<file path="src/rtl/alu_pkg.sv">
// Shared opcode, FSM-state and iterative-mode encodings for the sequential ALU.
package alu_pkg;

   localparam logic [2:0] OP_FWD = 3'b000;
   localparam logic [2:0] OP_ADD = 3'b001;
   localparam logic [2:0] OP_AND = 3'b010;
   localparam logic [2:0] OP_OR  = 3'b011;
   localparam logic [2:0] OP_SUB = 3'b100;
   localparam logic [2:0] OP_MUL = 3'b101;
   localparam logic [2:0] OP_SLL = 3'b110;
   localparam logic [2:0] OP_SRA = 3'b111;

   localparam logic [1:0] ST_IDLE  = 2'd0;
   localparam logic [1:0] ST_MUL   = 2'd1;
   localparam logic [1:0] ST_SHIFT = 2'd2;

   localparam logic [1:0] MODE_MUL = 2'd0;
   localparam logic [1:0] MODE_SLL = 2'd1;
   localparam logic [1:0] MODE_SRA = 2'd2;

endpackage

</file>
<file path="src/rtl/alu_iter_unit.sv">
// Shared multi-cycle datapath: shift-add multiplier and one-bit-per-step shifter.
// result is the post-step value, so the owner can capture it on the final step edge.
module alu_iter_unit
   import alu_pkg::*;
#(
   parameter int WIDTH = 8
) (
   input  logic                 clk,
   input  logic                 load,
   input  logic [1:0]           mode,
   input  logic                 step,
   input  logic [WIDTH-1:0]     a,
   input  logic [WIDTH-1:0]     b,
   output logic                 last,
   output logic [2*WIDTH-1:0]   result
);

   localparam int SHW = $clog2(WIDTH);
   localparam int CW  = $clog2(WIDTH + 1);

   logic [WIDTH-1:0] acc;
   logic [WIDTH-1:0] mcand;
   logic [WIDTH-1:0] mplier;
   logic [CW-1:0]    cnt;
   logic [1:0]       mode_r;
   logic [WIDTH:0]   sum;
   logic [WIDTH-1:0] acc_n;
   logic [WIDTH-1:0] mplier_n;

   // Multiply: {acc,mplier} shifts right as a 2*WIDTH product register.
   always_comb begin
      sum      = {1'b0, acc} + ({1'b0, mcand} & {(WIDTH+1){mplier[0]}});
      acc_n    = acc;
      mplier_n = mplier;
      case (mode_r)
         MODE_MUL: begin
            acc_n    = sum[WIDTH:1];
            mplier_n = {sum[0], mplier[WIDTH-1:1]};
         end
         MODE_SLL: acc_n = {acc[WIDTH-2:0], 1'b0};
         MODE_SRA: acc_n = {acc[WIDTH-1], acc[WIDTH-1:1]};
         default:  acc_n = acc;
      endcase
   end

   assign last   = (cnt == CW'(1));
   assign result = (mode_r == MODE_MUL) ? {acc_n, mplier_n} : {{WIDTH{1'b0}}, acc_n};

   always_ff @(posedge clk) begin
      if (load) begin
         mode_r <= mode;
         if (mode == MODE_MUL) begin
            cnt    <= CW'(WIDTH);
            acc    <= '0;
            mcand  <= a;
            mplier <= b;
         end else begin
            cnt    <= CW'(b[SHW-1:0]);
            acc    <= a;
            mcand  <= '0;
            mplier <= '0;
         end
      end else if (step) begin
         acc    <= acc_n;
         mplier <= mplier_n;
         cnt    <= cnt - CW'(1);
      end
   end

endmodule

</file>
<file path="src/rtl/alu_seq.sv">
// Multi-cycle ALU with START/BUSY/DONE handshake: single-cycle logic/arith ops,
// iterative MUL and multi-cycle shifts on a shared datapath, registered outputs.
module alu_seq
   import alu_pkg::*;
#(
   parameter int WIDTH = 8
) (
   input  logic             CLK,
   input  logic             RESET,
   input  logic             START,
   input  logic [2:0]       SELECT,
   input  logic [WIDTH-1:0] DATA1,
   input  logic [WIDTH-1:0] DATA2,
   output logic [WIDTH-1:0] RESULT,
   output logic [WIDTH-1:0] RESULT_HI,
   output logic             CARRY,
   output logic             ZERO,
   output logic             BUSY,
   output logic             DONE
);

   localparam int SHW = $clog2(WIDTH);

   logic [1:0]           state;
   logic                 accept;
   logic                 is_mul;
   logic                 is_shift;
   logic                 shift_nz;
   logic                 load;
   logic                 step;
   logic                 last;
   logic [1:0]           mode;
   logic [2*WIDTH-1:0]   iter_result;
   logic [WIDTH:0]       single;

   // Bit WIDTH carries ADD carry-out / SUB no-borrow; zero-amount shifts pass A.
   function automatic logic [WIDTH:0] single_op(input logic [2:0] op,
                                                input logic [WIDTH-1:0] a,
                                                input logic [WIDTH-1:0] b);
      case (op)
         OP_FWD:  return {1'b0, b};
         OP_ADD:  return {1'b0, a} + {1'b0, b};
         OP_AND:  return {1'b0, a & b};
         OP_OR:   return {1'b0, a | b};
         OP_SUB:  return {1'b0, a} + {1'b0, ~b} + {{WIDTH{1'b0}}, 1'b1};
         default: return {1'b0, a};
      endcase
   endfunction

   assign accept   = START && (state == ST_IDLE);
   assign is_mul   = (SELECT == OP_MUL);
   assign is_shift = (SELECT == OP_SLL) || (SELECT == OP_SRA);
   assign shift_nz = (DATA2[SHW-1:0] != '0);
   assign load     = accept && (is_mul || (is_shift && shift_nz));
   assign mode     = is_mul ? MODE_MUL : ((SELECT == OP_SLL) ? MODE_SLL : MODE_SRA);
   assign step     = (state != ST_IDLE);
   assign single   = single_op(SELECT, DATA1, DATA2);

   alu_iter_unit #(.WIDTH(WIDTH)) u_iter (
      .clk    (CLK),
      .load   (load),
      .mode   (mode),
      .step   (step),
      .a      (DATA1),
      .b      (DATA2),
      .last   (last),
      .result (iter_result)
   );

   always_ff @(posedge CLK) begin
      if (RESET) begin
         state     <= ST_IDLE;
         RESULT    <= '0;
         RESULT_HI <= '0;
         CARRY     <= 1'b0;
         DONE      <= 1'b0;
      end else begin
         DONE <= 1'b0;
         case (state)
            ST_IDLE: begin
               if (accept) begin
                  if (is_mul) begin
                     state <= ST_MUL;
                  end else if (is_shift && shift_nz) begin
                     state <= ST_SHIFT;
                  end else begin
                     {CARRY, RESULT} <= single;
                     RESULT_HI       <= '0;
                     DONE            <= 1'b1;
                  end
               end
            end
            ST_MUL: begin
               if (last) begin
                  {RESULT_HI, RESULT} <= iter_result;
                  CARRY               <= 1'b0;
                  DONE                <= 1'b1;
                  state               <= ST_IDLE;
               end
            end
            ST_SHIFT: begin
               if (last) begin
                  RESULT    <= iter_result[WIDTH-1:0];
                  RESULT_HI <= '0;
                  CARRY     <= 1'b0;
                  DONE      <= 1'b1;
                  state     <= ST_IDLE;
               end
            end
            default: state <= ST_IDLE;
         endcase
      end
   end

   assign BUSY = (state != ST_IDLE);
   assign ZERO = (RESULT == '0);

endmodule
</file>
<file path="config.mk">
export PLATFORM = sky130hd
export DESIGN_NAME = alu_seq
export DESIGN_NICKNAME = d
export VERILOG_FILES = /design/src/rtl/alu_pkg.sv /design/src/rtl/alu_iter_unit.sv /design/src/rtl/alu_seq.sv
export SDC_FILE = /design/constraint.sdc
export NUM_CORES = 1
export LEC_CHECK = 0
export CORE_ASPECT_RATIO = 1.75
export CORE_UTILIZATION = 47
export DETAILED_ROUTE_END_ITERATION = 7
export PLACE_DENSITY = 0.68
export SLEW_MARGIN = 20
export SYNTH_ARGS = -nofsm -noshare
export SYNTH_HDL_FRONTEND = slang
export SYNTH_SLANG_ARGS = --single-unit
</file>
<file path="constraint.sdc">
create_clock -name CLK -period 3.37 [get_ports CLK]
set_clock_uncertainty 0.2 [all_clocks]
set_input_delay 1.011 -clock CLK [delete_from_list [all_inputs] [get_ports CLK]]
set_output_delay 1.011 -clock CLK [all_outputs]
set_load 0.05 [all_outputs]
</file>
### Word level (Yosys, flattened, before mapping)

Cells that the tools add are included.

* bits in registers: 50
* input port bits: 22
* logic and storage cells: 98

* $add $sub $neg: 5
* equal/unequal tests: 19
* multiplexer cells: 41
* bitwise logic cells: 4
* reductions and logical operators: 19

Operator list (number)
* two-way mux 8 bit: 16
* one-hot mux 8 bit (3 select lines): 2
* one-hot mux 9 bit (5 select lines): 1
* adder 8 x 8 -> 9 bit: 2
* two-way mux 16 bit: 1
* one-hot mux 8 bit (2 select lines): 1
* equality test 3 bit (second input constant): 4
* two-way mux 2 bit: 6
* two-way mux 4 bit: 3
* != test 2 bit (second input constant): 5
* adder 8 x 9 -> 9 bit: 1
* adder 9 x 1 -> 9 bit (second input constant): 1
* bitwise AND 8 x 9 -> 9 bit: 1
* bitwise AND 8 bit: 1
* logical NOT 8 bit: 1
* two-way mux 1 bit: 8
* inverter 8 bit: 1
* OR 8 bit: 1
* equality test 3 x 2 -> 1 bit (second input constant): 2
* logical NOT 2 bit: 3
* AND reduction 6 bit: 1
* nonzero test 2 bit: 3
* nonzero test 3 bit: 2
* AND reduction 5 bit: 1
* 14 further kinds: 20

### Logic depth before layout (Yosys ltp)

* depth after elaboration: 8
* mapped depth: 9

### By module

Synthesis repeated with hierarchy kept, for this count alone.

* cell total of the unflattened synthesis: 531
* area, all modules: 4503.1 µm²

Modules (own cells, without submodules)
* alu_seq: instances 1, cells each 317, area each 2396.0 µm², sequential area each 400.4 µm²
* alu_iter_unit: instances 1, cells each 214, area each 2107.0 µm², sequential area each 900.9 µm²

### Worst setup path before layout

Ideal clock, no wire load.

* kind: in2reg
* from: in SELECT[0]
* to: reg state[0]
* setup time: 71 ps
* arrival: 2736 ps
* required time: 3099 ps
* slack: 363 ps
* stages on the path: 7
* path buffers: 1
* path through: buf_2 > o21ai_4 > or2_1 > o21ai_2 > nand2_1 > or3_1 > a21oi_1

* cells in the longest elaborated chain, start to end: 5

RTL lines
* start: declaration: line alu_seq.sv:11 `input logic [2:0] SELECT,`
* equality test 3 bit: line alu_seq.sv:52 `assign is_shift = (SELECT == OP_SLL) || (SELECT == OP_SRA);`
* logical OR 1 bit: line alu_seq.sv:52
* logical AND 1 bit: line alu_seq.sv:84 `end else if (is_shift && shift_nz) begin`
* != test 3 x 2 -> 1 bit (no line)
* AND reduction 3 bit (no line)
* end signal: assignment: line alu_seq.sv:83 `state <= ST_MUL;`
* end signal: assignment: line alu_seq.sv:85 `state <= ST_SHIFT;`
* end signal: assignment: line alu_seq.sv:98 `state <= ST_IDLE;`
* end: declaration: line alu_seq.sv:24 `logic [1:0] state;`

Several ways; a longest one is shown, not always the timed one. The select of a mux whose other input is x is not followed.
A chain may end at the register's enable or synchronous reset.

### Worst setup path in the final report

* from: reg state[0]
* to: out BUSY

* cells in the longest elaborated chain, start to end: 1

RTL lines
* start signal: assignment: line alu_seq.sv:72 `state <= ST_IDLE;`
* start signal: assignment: line alu_seq.sv:83
* start signal: assignment: line alu_seq.sv:85
* nonzero test 2 bit: line alu_seq.sv:115 `assign BUSY = (state != ST_IDLE);`
* end: declaration: line alu_seq.sv:18 `output logic BUSY,`

No other way between the ends.

==> results.ini <==
[status]
outcome = finished clean

[synthesis]
yosysTopAreaCell = edfxtp_1
synth_cell_types = 66
synthCells = 515
avgSynthCellArea_um2 = 8.413
netlist_area_um2 = 4333
syn_nets = 578
ys_seq_elements = 50
synth_ff_type = edfxtp_1
yosys.area.top_type_share_pct = 20.79
synthTopCellsByArea = edfxtp_1 (21%), ha_1 (11%), dfxtp_1 (9.2%), a21oi_1 (4.9%), o21ai_0 (4.7%)
synth_edf_count = 30
synth-seq-area-share_pct = 30.03
async_flop_share_pct = 0
yosys_warnings = 0

[setup_path]
cp_cell_sequence = inv_1, ha_1, inv_1, clkdlybuf4s50_1
crit_path_start = state[0]
arrival_ps = 2030
cpPeakStageDelay_ps = 810
required_ps = 2160
crit_end = BUSY
crit_top_cell = inv_1
reg2reg_depth = 9
critPathKind = register to primary output
crit_fanout = 8
rrSetupSlack_ps = 500
slowest_stage = clkdlybuf4s50_1
r2r-start = u_iter.mcand[0]
startpoint_type = register
reg2reg_to = u_iter.acc[5]
cp-end-kind = primary output

[floorplan]
coreArea_um2 = 8979
initial_utilization_pct = 48.26
num_io_pins = 42
rows = 46
die_w_um = 74.58
die_h_um = 129.0
fp.dieArea_um2 = 9622

[sta]
rsz0062_at_grt = no
slew_headroom_pct = 33.07
tightest_slew_ps = 1004
tns_ps = 0
fin_crit_sh_pct = 96.22
hold_violations = 0
setup_viol = 0
fmax_mhz = 308.4
post-route-min-period_ps = 3243
final_max_slew_viol_count = 0

[cells_and_area]
most-common-layout-cells = buf_4 (72), nor2_1 (50), nand2_1 (46)
final_nets = 668
mostFrequentLayoutCell = buf_4
fin_cells = 726
drive_above_1_share_pct = 17.66
area_growth_pct = 27.58
diodes = 0

[place]
hpwl_um = 10720
portBuffers = 41
dpl.cell_count = 717
place_congestion = 0.9390

[power_and_ir_drop]
leakage_nw = 2.319
p_comb_share_pct = 47.0
vdd_ir_drop_max_mv = 0.3624
clkPwrFrac_pct = 21.5
seq_power_share_pct = 31.5
switching_share_pct = 39.16
power.density_nw_per_um2 = 497.7
p_int_w = 0.001674
p_switching_w = 0.001077

[cts]
cts_max_level = 2
clk_latency_ps = 300
clk_pin_slew_worst_paths_ps = 80
max-clock-path-buffers = 2
cts_tree = yes
clock-sinks = 50
cts_buffers = 5
cts_root_buffer = clkbuf_16

[grt]
grt_first_pass_wirelength_um = 20620
grt_use_total_pct = 28.79
antenna_found_initial = 0
grt-ovfl-total = 0
grt_pass1_vias = 4129
grt_max_degree = 35

[hold_path]
hold_path.class = register to register

[run]
maxCapViolations = 0

[drt]
wl_um = 13130
viasPerCell = 5.730
ant_nets = 0
drt_iter0_drc = 186
drc = 0
route.vias.total = 4160
avgRoutedWirePerCell_um = 18.09
drtPass1Iterations = 5

[sequential cells by signal, indices dropped and copies added, names as in the netlist]
signal / count
u_iter.acc: 8
RESULT_HI: 8
u_iter.mcand: 8
RESULT: 8
u_iter.mode_r: 2
state: 2
DONE: 1
CARRY: 1
u_iter.cnt: 4
u_iter.mplier: 8
[critical path, delay by kind of cell, from the launching register on]
kind / cells / cell delay, ps
buffers and inverters: 3 / 1010
flip-flops: 1 / 390
adder cells (fa/ha/maj): 1 / 330
[power groups by stage]
stage	clock network, W	registers [W]	logic, W
2_1_floorplan	0	0.000941	0.000730
3_3_place_gp	0	0.000873	0.00125
3_5_place_dp	0	0.000877	0.00127
4_1_cts	0.000590	0.000865	0.00128
5_1_grt	0.000614	0.000878	0.00140
6_report	0.000591	0.000867	0.00129
[per-layer routing]
metal  vias to the layer above  GRT usage [%]  wire, um
met5                         -              0         0
met4                         0          19.31       862
met3                        39          2.644       351
met2                       105          53.37      7270
met1                      1976          29.26      4646
li1                       2040              -         -
[Yosys cell counts (4+ instances only)]
library cell / count
nor2_1: 51
nand2_1: 46
a21oi_1: 42
o21ai_0: 41
ha_1: 38
inv_1: 34
edfxtp_1: 30
dfxtp_1: 20
nand3_1: 20
clkbuf_1: 17
mux2i_1: 16
and2_1: 10
xnor2_1: 10
buf_2: 9
nor3_1: 9
o211ai_1: 8
a211oi_1: 7
mux2_2: 6
nand2b_1: 6
o21bai_1: 5
o31ai_1: 5
a21o_1: 4
a221oi_1: 4
[through the flow]
| stage | worst slack, ps | hold slack (ps) | cell area, um2 | total power (W) | util, % |
|---|---|---|---|---|---|
| after floorplan | 363.5 | 265.8 | 4333 | 0.001671 | - |
| after global placement | -273.6 | 242.8 | 5319 | 0.002124 | 59.24 |
| after detailed placement | -310.5 | 250.0 | 5319 | 0.002148 | 59.24 |
| after CTS | 24.20 | 260.6 | 5492 | 0.002735 | 61.16 |
| after global routing | 27.41 | 271.8 | 5528 | 0.002895 | 61.57 |
| final | 127.4 | 258.4 | 5528 | 0.002751 | 61.57 |
[cell families (layout without fill, tap and decap cells)]
family	after synthesis	count (layout)	share of synthesized area, %
compound gates	157	157	24.43
buf+inv	67	158	6.497
simple gates	163	163	17.76
xor+xnor	13	13	2.628
flops	50	50	30.03
fa+ha+maj	41	41	12.36
mux	24	24	6.295
[cell type report]
class	instances	area, um2
Clock buffer	5	125.1
Clock inverter	3	43.79
Fill cell	846	3451
Inverter	35	131.4
Multi-Input combinational cell	398	2783
Sequential cell	50	1301
Tap cell	120	150.1
Timing Repair Buffer	115	993.5
[worst min-delay path by stage]
stage | from | endpoint | cells after the start
finish | RESULT_HI[7] | RESULT_HI[7] | 2
global route | RESULT_HI[2] | RESULT_HI[2] | 2
CTS | RESULT_HI[7] | RESULT_HI[7] | 2
detailed placement | RESULT_HI[7] | RESULT_HI[7] | 2
global placement | RESULT_HI[5] | RESULT_HI[5] | 2
floorplan | state[0] | state[0] | 2
[what timing repair did]
item,CTS,global route
setup endpoints to repair,1,5
hold buffers,0,0
buffers inserted,0,1
gates resized for setup,1,8
pin swaps,0,2
Power figures use the tool's default switching activity.
